<file path="src/rtl/cafeteira_pkg.sv">
// Shared definitions for the coffee machine sequencer: state encodings,
// error codes and a constant-width helper.
package cafeteira_pkg;

    typedef enum logic [4:0] {
        INICIAL       = 5'd0,
        PREPARA       = 5'd1,
        ESPERA_MODO   = 5'd3,
        ZERA_SENSOR   = 5'd4,
        ATIVA_SENSOR  = 5'd5,
        ESPERA_SENSOR = 5'd6,
        ATIVA_ETAPA   = 5'd12,
        ESPERA_ETAPA  = 5'd13,
        ERRO          = 5'd15,
        FIM           = 5'd17
    } estado_t;

    localparam logic [2:0] COD_NENHUM              = 3'd0;
    localparam logic [2:0] COD_SENSOR_REPROVADO    = 3'd1;
    localparam logic [2:0] COD_SENSOR_SEM_RESPOSTA = 3'd2;
    localparam logic [2:0] COD_TIMEOUT_ETAPA       = 3'd3;
    localparam logic [2:0] COD_CANCELADO           = 3'd4;

    // Bits needed to count 0..valor-1, never less than one.
    function automatic int clog2(input int valor);
        int r;
        r = 0;
        for (int v = valor - 1; v > 0; v = v >> 1) r++;
        return (r < 1) ? 1 : r;
    endfunction

endpackage

</file>
<file path="src/rtl/cafeteira_sequenciador_contador_timeout.sv">
// Saturating watchdog counter shared by the sensor and stage wait states;
// flags when the count equals the selected limit.
module contador_timeout #(
    parameter int W = 4
) (
    input  logic         clock,
    input  logic         reset,
    input  logic         limpa,
    input  logic         habilita,
    input  logic [W-1:0] limite,
    output logic         expirou
);

    logic [W-1:0] cont_q, cont_d;

    always_comb begin
        cont_d = cont_q;
        if (limpa)
            cont_d = '0;
        else if (habilita && (cont_q != {W{1'b1}}))
            cont_d = cont_q + 1'b1;
    end

    always_ff @(posedge clock or posedge reset) begin
        if (reset) cont_q <= '0;
        else       cont_q <= cont_d;
    end

    assign expirou = (cont_q == limite);

endmodule

</file>
<file path="src/rtl/cafeteira_sequenciador.sv">
// Coffee machine control unit: sensor pre-checks with retry, then actuator
// stages under a watchdog, with cancel and registered error reporting.
module cafeteira_sequenciador
    import cafeteira_pkg::*;
#(
    parameter int                  N_SENSORES      = 2,
    parameter int                  N_ETAPAS        = 3,
    parameter int                  MAX_TENTATIVAS  = 3,
    parameter int                  TIMEOUT_SENSOR  = 1000,
    parameter int                  TIMEOUT_ETAPA   = 100000,
    parameter logic [N_ETAPAS-1:0] MASCARA_TIMEOUT = N_ETAPAS'(3'b010)
) (
    input  logic                  clock,
    input  logic                  reset,
    input  logic                  preparar,
    input  logic                  cancelar,
    input  logic                  pronto_serial,
    input  logic [N_SENSORES-1:0] sensor_pronto,
    input  logic [N_SENSORES-1:0] sensor_ok,
    input  logic [N_ETAPAS-1:0]   etapa_fim,
    output logic                  zera_serial,
    output logic [N_SENSORES-1:0] zera_sensor,
    output logic [N_SENSORES-1:0] mede_sensor,
    output logic [N_ETAPAS-1:0]   zera_etapa,
    output logic [N_ETAPAS-1:0]   liga_etapa,
    output logic                  ocupado,
    output logic                  concluido,
    output logic                  erro,
    output logic [2:0]            codigo_erro,
    output logic [2:0]            erro_indice,
    output logic [4:0]            db_estado,
    output logic [2:0]            db_indice
);

    localparam int WD_W   = clog2((TIMEOUT_SENSOR > TIMEOUT_ETAPA) ? TIMEOUT_SENSOR : TIMEOUT_ETAPA);
    localparam int TENT_W = clog2(MAX_TENTATIVAS + 1);
    localparam logic [WD_W-1:0] LIM_SENSOR = WD_W'(TIMEOUT_SENSOR - 1);
    localparam logic [WD_W-1:0] LIM_ETAPA  = WD_W'(TIMEOUT_ETAPA - 1);

    estado_t           estado_q, estado_d;
    logic [2:0]        idx_q, idx_d;
    logic [TENT_W-1:0] tent_q, tent_d;
    logic [2:0]        cod_q, cod_d;
    logic [2:0]        ind_q, ind_d;

    logic            wd_limpa, wd_habilita, wd_expirou;
    logic [WD_W-1:0] wd_limite;

    logic                  pronto_sel, ok_sel, fim_sel, mascara_sel;
    logic [N_SENSORES-1:0] oh_sensor;
    logic [N_ETAPAS-1:0]   oh_etapa;
    logic                  ultimo_sensor, ultima_etapa, ultima_tentativa;

    // Select the current index by compare rather than by variable bit-select
    // so a 3-bit idx never reaches past the narrower vectors.
    always_comb begin
        pronto_sel = 1'b0;
        ok_sel     = 1'b0;
        oh_sensor  = '0;
        for (int i = 0; i < N_SENSORES; i++) begin
            if (idx_q == 3'(i)) begin
                pronto_sel   = sensor_pronto[i];
                ok_sel       = sensor_ok[i];
                oh_sensor[i] = 1'b1;
            end
        end
    end

    always_comb begin
        fim_sel     = 1'b0;
        mascara_sel = 1'b0;
        oh_etapa    = '0;
        for (int j = 0; j < N_ETAPAS; j++) begin
            if (idx_q == 3'(j)) begin
                fim_sel     = etapa_fim[j];
                mascara_sel = MASCARA_TIMEOUT[j];
                oh_etapa[j] = 1'b1;
            end
        end
    end

    assign ultimo_sensor    = (idx_q == 3'(N_SENSORES - 1));
    assign ultima_etapa     = (idx_q == 3'(N_ETAPAS - 1));
    assign ultima_tentativa = ((int'(tent_q) + 1) == MAX_TENTATIVAS);

    contador_timeout #(.W(WD_W)) u_watchdog (
        .clock    (clock),
        .reset    (reset),
        .limpa    (wd_limpa),
        .habilita (wd_habilita),
        .limite   (wd_limite),
        .expirou  (wd_expirou)
    );

    always_comb begin
        estado_d    = estado_q;
        idx_d       = idx_q;
        tent_d      = tent_q;
        cod_d       = cod_q;
        ind_d       = ind_q;
        wd_limpa    = 1'b0;
        wd_habilita = 1'b0;
        wd_limite   = LIM_SENSOR;
        case (estado_q)
            INICIAL: if (preparar) estado_d = PREPARA;
            PREPARA: begin
                cod_d    = COD_NENHUM;
                ind_d    = '0;
                idx_d    = '0;
                tent_d   = '0;
                estado_d = ESPERA_MODO;
            end
            ESPERA_MODO: if (pronto_serial) estado_d = ZERA_SENSOR;
            ZERA_SENSOR: begin
                wd_limpa = 1'b1;
                estado_d = ATIVA_SENSOR;
            end
            ATIVA_SENSOR: estado_d = ESPERA_SENSOR;
            ESPERA_SENSOR: begin
                wd_habilita = 1'b1;
                if (pronto_sel) begin
                    if (!ok_sel) begin
                        estado_d = ERRO;
                        cod_d    = COD_SENSOR_REPROVADO;
                        ind_d    = idx_q;
                    end else if (ultimo_sensor) begin
                        idx_d    = '0;
                        estado_d = ATIVA_ETAPA;
                    end else begin
                        idx_d    = idx_q + 3'd1;
                        tent_d   = '0;
                        estado_d = ZERA_SENSOR;
                    end
                end else if (wd_expirou) begin
                    if (ultima_tentativa) begin
                        estado_d = ERRO;
                        cod_d    = COD_SENSOR_SEM_RESPOSTA;
                        ind_d    = idx_q;
                    end else begin
                        tent_d   = tent_q + 1'b1;
                        estado_d = ZERA_SENSOR;
                    end
                end
            end
            ATIVA_ETAPA: begin
                wd_limpa = 1'b1;
                estado_d = ESPERA_ETAPA;
            end
            ESPERA_ETAPA: begin
                wd_habilita = 1'b1;
                wd_limite   = LIM_ETAPA;
                if (fim_sel) begin
                    if (ultima_etapa) begin
                        estado_d = FIM;
                    end else begin
                        idx_d    = idx_q + 3'd1;
                        estado_d = ATIVA_ETAPA;
                    end
                end else if (mascara_sel && wd_expirou) begin
                    estado_d = ERRO;
                    cod_d    = COD_TIMEOUT_ETAPA;
                    ind_d    = idx_q;
                end
            end
            ERRO:    estado_d = INICIAL;
            FIM:     estado_d = INICIAL;
            default: estado_d = INICIAL;
        endcase

        // Cancel wins over everything else decided above in this cycle.
        if (cancelar && !(estado_q inside {INICIAL, ERRO, FIM})) begin
            estado_d = ERRO;
            idx_d    = idx_q;
            tent_d   = tent_q;
            cod_d    = COD_CANCELADO;
            ind_d    = idx_q;
        end
    end

    always_ff @(posedge clock or posedge reset) begin
        if (reset) begin
            estado_q <= INICIAL;
            idx_q    <= '0;
            tent_q   <= '0;
            cod_q    <= COD_NENHUM;
            ind_q    <= '0;
        end else begin
            estado_q <= estado_d;
            idx_q    <= idx_d;
            tent_q   <= tent_d;
            cod_q    <= cod_d;
            ind_q    <= ind_d;
        end
    end

    always_comb begin
        zera_serial = 1'b0;
        zera_sensor = '0;
        mede_sensor = '0;
        zera_etapa  = '0;
        liga_etapa  = '0;
        concluido   = 1'b0;
        erro        = 1'b0;
        case (estado_q)
            PREPARA: begin
                zera_serial = 1'b1;
                zera_sensor = '1;
                zera_etapa  = '1;
            end
            ZERA_SENSOR:  zera_sensor = oh_sensor;
            ATIVA_SENSOR: mede_sensor = oh_sensor;
            ATIVA_ETAPA:  liga_etapa  = oh_etapa;
            ERRO: begin
                erro       = 1'b1;
                zera_etapa = '1;
            end
            FIM:     concluido = 1'b1;
            default: ;
        endcase
    end

    assign ocupado     = (estado_q != INICIAL);
    assign codigo_erro = cod_q;
    assign erro_indice = ind_q;
    assign db_estado   = estado_q;
    assign db_indice   = idx_q;

endmodule

</file>
<file path="config.mk">
export PLATFORM = sky130hd
export DESIGN_NAME = cafeteira_sequenciador
export DESIGN_NICKNAME = d
export VERILOG_FILES = /design/src/rtl/cafeteira_pkg.sv /design/src/rtl/cafeteira_sequenciador_contador_timeout.sv /design/src/rtl/cafeteira_sequenciador.sv
export SDC_FILE = /design/constraint.sdc
export NUM_CORES = 1
export LEC_CHECK = 0
export BUFFER_PORTS_ARGS = -buffer_cell sky130_fd_sc_hd__buf_2
export CAP_MARGIN = 15
export CORE_MARGIN = 2
export CORE_UTILIZATION = 40
export DETAILED_ROUTE_END_ITERATION = 12
export SLEW_MARGIN = 20
export SYNTH_ARGS = -nofsm -noshare
export SYNTH_HDL_FRONTEND = slang
export SYNTH_HIERARCHICAL = 1
export SYNTH_SLANG_ARGS = --single-unit
export TNS_END_PERCENT = 10
</file>
<file path="constraint.sdc">
create_clock -name clock -period 9.3 [get_ports clock]
set_input_delay 1.86 -clock clock [delete_from_list [all_inputs] [get_ports clock]]
set_output_delay 1.86 -clock clock [all_outputs]
set_load 0.05 [all_outputs]
</file>
=== Word level (Yosys, flattened, before mapping) ===
Index checks and enable logic that the tools add are counted.
W data, S select, Z words.

* Bits in registers: 33
* Latch bits: 0
* Bits in writable memories: 0
* Bits in read-only memories: 0
* Input bits: 12
* Output and inout bits: 28
* Logic and storage cells: 123
* Memories: 0

* $add $sub $neg: 4
* $mul: 0
* Divide/modulo/power cells: 0
* Magnitude comparators: 0
* Equal/unequal tests: 30
* Shift operators: 0
* Multiplexer cells: 63
* Bitwise operators: 1
* Reductions and logical operators: 19

{| class="wikitable"
|+ Operator list
! kind !! count
|-
| $mux W3 || 21
|-
| $mux W17 || 3
|-
| $mux W5 || 8
|-
| $pmux W5 S8 || 1
|-
| $pmux W3 S3 || 3
|-
| $ne A3 B3 Y1 const B || 7
|-
| $reduce_and A6 Y1 || 3
|-
| $add A17 B1 Y17 const B || 1
|-
| $eq A17 B17 Y1 || 1
|-
| $ne A17 B17 Y1 const B || 1
|-
| $mux W1 || 16
|-
| $ne A4 B4 Y1 const B || 4
|-
| $eq A5 B3 Y1 const B || 3
|-
| $eq A5 B4 Y1 const B || 3
|-
| $mux W2 || 6
|-
| $mux W4 || 3
|-
| $ne A2 B2 Y1 const B || 4
|-
| $pmux W2 S2 || 2
|-
| $eq A3 B2 Y1 const B || 2
|-
| $reduce_bool A3 Y1 || 2
|-
| $reduce_or A2 Y1 || 3
|-
| $eq A5 B1 Y1 const B || 1
|-
| $eq A5 B2 Y1 const B || 1
|-
| $eq A5 B5 Y1 const B || 1
|-
| other kinds (14) || 17
|}

=== Depth between registers and ports, before layout ===
* Depth in word-level cells: 8
* Depth in mapped cells: 14
* Gate-level depth less buffers: 12

=== Modules after synthesis ===
The synthesis kept the hierarchy.

{| class="wikitable"
|+ Modules (own cells, without submodules)
! module !! times used !! cells each !! area an instance (um^2) !! sequential area each (um^2)
|-
| cafeteira_sequenciador || 1 || 171 || 1421.4 || 400.4
|-
| contador_timeout || 1 || 110 || 1093.5 || 425.4
|}

=== Worst setup path before layout ===
Ideal clock, no wire load.

* Kind: register to output
* Start: register estado_q[0], in the netlist db_estado[0]
* End: output zera_etapa[1]
* Arrival: 2.490 ns
* Data required time: 7.440 ns
* Setup slack: 4.950 ns
* Cell stages (with the launch flop): 6
* Path buffers: 1
* Cell sequence: dfrtp_1 > nor2b_1 > nand2_1 > nor2_1 > or2_2 > buf_4

* Cells in the longest elaborated chain, start to end: 3
* Elaborated cells between the ends (all ways): 4
* Those cells by class: 2 x eq/ne; 1 x mux; 1 x reduce/logical

{| class="wikitable"
|+ Ends and longest elaborated chain
! element !! RTL line !! RTL
|-
| start, declared || cafeteira_sequenciador.sv:40 || <nowiki>estado_t estado_q, estado_d;</nowiki>
|-
| start signal, assigned || cafeteira_sequenciador.sv:188 || <nowiki>estado_q <= estado_d;</nowiki>
|-
| $eq A5 B4 Y1 / $eq A5 B1 Y1 (equally long branches) || cafeteira_sequenciador.sv:204 || <nowiki>case (estado_q)</nowiki>
|-
| $reduce_or A2 Y1 (no line) * || - ||
|-
| $mux W3 * || cafeteira_sequenciador.sv:204 ||
|-
| end, declared || cafeteira_sequenciador.sv:24 || <nowiki>output logic [N_ETAPAS-1:0] zera_etapa,</nowiki>
|}

Every way passes the cells marked *; elsewhere a longest branch is shown, timed or not.

=== Final worst setup path ===
Ends and elaborated chain as after synthesis.

==> results.toml <==
[power]
p_total_mw = 0.860
ir_drop_mv = 0.182
powerDensity_nw_per_um2 = 305
p_leak_nw = 1.36

[logic_synthesis]
yosysUniqueCellTypes = 58
synth-compound-area-share = 0.178
synthSimpleGateAreaFrac = 0.234
synthMuxAreaShare = 0.0701
yosysWarnings = 6
synth_area_leaders = "dfrtp_1 (33%), xor2_1 (7.0%), mux2i_1 (3.6%)"
synth_xor_area_frac = 0.0871
synth_most_common_cell = "dfrtp_1"
synth_edf_count = 0
synth_fa_ha_area_frac = 0.0348
synth_cells = 281
yosys_most_used_dff = "dfrtp_1"
synth_area_sq_um = 2510
synth_top_area_cell = "dfrtp_1"
synthArstFlopShare = 1.00
synth_top_family_by_area = "simple AND/OR/NAND/NOR gates"
synthTopCellsByCount = "dfrtp_1 (33), nor2_1 (21), xor2_1 (20)"
ys_seq_elements = 33
syn_area_per_cell_sq_um = 8.95
yosysTopAreaCellShare = 0.328
seq_area_frac_synth = 0.328

[timing]
clock_skew_ns = 0.00919
hold_slack_ns = 0.476
slew_headroom = 0.557
setup_tns_ns = 0
fin_crit_ns = 3.93
worst_pin_slew_ns = 0.663
fin_crit_sh = 0.423
hold_viol = 0
finalSetupViolations = 0
fmax_mhz = 254
rsz0062_at_grt = "false"
drv_slew = 0

[placement]
placement.io_buffers = 39
gp_congestion = 0.869
hpwl_mm = 4.60

[clocking]
cts_setup_buffers = 0
htree_num_levels = 2
cts-resized-gates = 0
clk_pin_slew_ns = 0.07
ctsHoldBuffers = 0
numCtsBuffers = 5
cts_sinks = 33
root_buffer = "clkbuf_8"
clockBufferDepth = 2
cts_tree = "built"
insertion_delay_ns = 0.29

[route]
avgRoutedWirePerCell_microns = 15.7
drc = 0
postRouteAntennaNets = 0
wl_mm = 6.18
vias = 2176
drtPass1Iterations = 4
drt_iter0_drc = 191
post_drt_via_cell_ratio = 5.52

[floorplan]
die_x_microns = 83.3
start_util = 0.420
dieArea_sq_um = 6940
num_rows = 28
io_pins = 40
coreArea_sq_um = 5990
die_h_microns = 83.3

[setup_path]
required_ns = 7.44
max_stage_delay_ns = 0.61
critPathCaptureType = "output port"
regToRegSetupSlack_ns = 5.39
reg2reg_from = "db_estado[3]$_DFFE_PP0P_"
r2r_end = "codigo_erro[1]$_DFFE_PP0P_"
worstPathMaxFanout = 16
arrival_ns = 2.07
path_cells = "nor2b_1 > nand2_1 > nor2_1 > or2_2 > buf_2"
critPathLaunchType = "register"
cp_top_family = "simple AND/OR/NAND/NOR gates"
critPathBufInv = 1
critPathSlowestCell = "dfrtp_1"
worstSetupPathType = "reg2out"
reg2reg_depth = 12

[worst_hold_path]
hold_start = "codigo_erro[2]$_DFFE_PP0P_"
hp-class = "reg2reg"
hold_end = "codigo_erro[2]$_DFFE_PP0P_"
hold_depth = 1

[cells_and_area]
area_growth_pct = 12.2
insertedDiodeCount = 0
final_layout_size_suffix_gt1_frac = 0.207
final_nets = 338
fillers = 602

[grt]
grt_pass1_vias = 2079
grt_pass1_wl_mm = 10.6
antenna_found_initial = 0
grt_max_degree = 26
grt_usage = 0.189
grt.overflow.total = 0

[job]
cap_violations = 0

[status]
status = "complete, no violations"
[metal layers]
layer  routed length (microns)  part of all wire  GRT usage  vias up
met5                         0                 0          0        -
met4                       108             0.017     0.0715        0
met3                       363             0.059     0.0338        8
met2                      2660              0.43      0.273       61
met1                      3040              0.49      0.277     1028
li1                          -                 -          -     1079
[cell usage in the layout, fill, tap and decap left out, types with 4 or more instances in the layout]
cell type,instances
and3_1,6
o21ai_0,17
a21o_1,4
or2_2,4
nor3_1,8
dfrtp_1,33
nor2_1,21
mux2_2,4
buf_2,39
xnor2_1,5
xor2_1,20
or4_1,4
nand3_1,5
or3_1,5
ha_1,7
inv_1,16
nor4_1,6
conb_1,9
mux2i_1,9
clkbuf_8,6
nand2_1,14
a21oi_1,17
o2111ai_1,4
[cell type report]
type	count	area, sq um	area share
Sequential cell	33	826	0.293
Inverter	16	60.1	0.0213
Tap cell	75	93.8	0.0332
Timing Repair Buffer	40	203	0.0718
Multi-Input combinational cell	223	1550	0.551
Clock buffer	7	86.3	0.0306
[through the flow]
stage | std cells | setup WS, ns | util | instance area (sq um)
detailed placement | 387 | 5.42 | 0.457 | 2740
CTS | 394 | 5.39 | 0.471 | 2820
global placement | 387 | 5.60 | 0.457 | 2740
finish | 394 | 5.37 | 0.471 | 2820
floorplan | 288 | 4.95 | - | 2540
global route | 394 | 5.01 | 0.471 | 2820
[worst max path at each step]
stage | start | end | slack [ns] | depth (start not counted)
floorplan | db_estado[0]$_DFFE_PP0P_ | zera_etapa[1] | 4.95 | 5
global placement | db_estado[3]$_DFFE_PP0P_ | codigo_erro[0]$_DFFE_PP0P_ | 5.60 | 12
detailed placement | db_estado[3]$_DFFE_PP0P_ | codigo_erro[1]$_DFFE_PP0P_ | 5.42 | 12
CTS | db_estado[0]$_DFFE_PP0P_ | zera_etapa[1] | 5.39 | 5
global route | db_estado[3]$_DFFE_PP0P_ | codigo_erro[1]$_DFFE_PP0P_ | 5.01 | 12
finish | db_estado[0]$_DFFE_PP0P_ | zera_etapa[1] | 5.37 | 5
[registers in the layout, summed over array words and instances (netlist names)]
signal / cells
db_estado: 5
db_indice: 3
erro_indice: 3
codigo_erro: 3
tent_q: 2
u_watchdog/cont_q: 17
[kinds of logic after synthesis]
logic type / count (synthesis)
buffers and inverters: 32
and+or+nand+nor: 100
DFF: 33
muxes: 16
AOI/OAI and AO/OA: 66
other: 2
adders and majority gates: 7
xor gates and xnor gates: 25
[power breakdown]
part / switching (mW) / internal (mW) / total [mW]
sequential: 0.0575 / 0.173 / 0.230
combinational: 0.352 / 0.167 / 0.519
clock: 0.0522 / 0.0587 / 0.111
total: 0.462 / 0.398 / 0.860
Note: power is estimated with default switching activity, not from simulation.
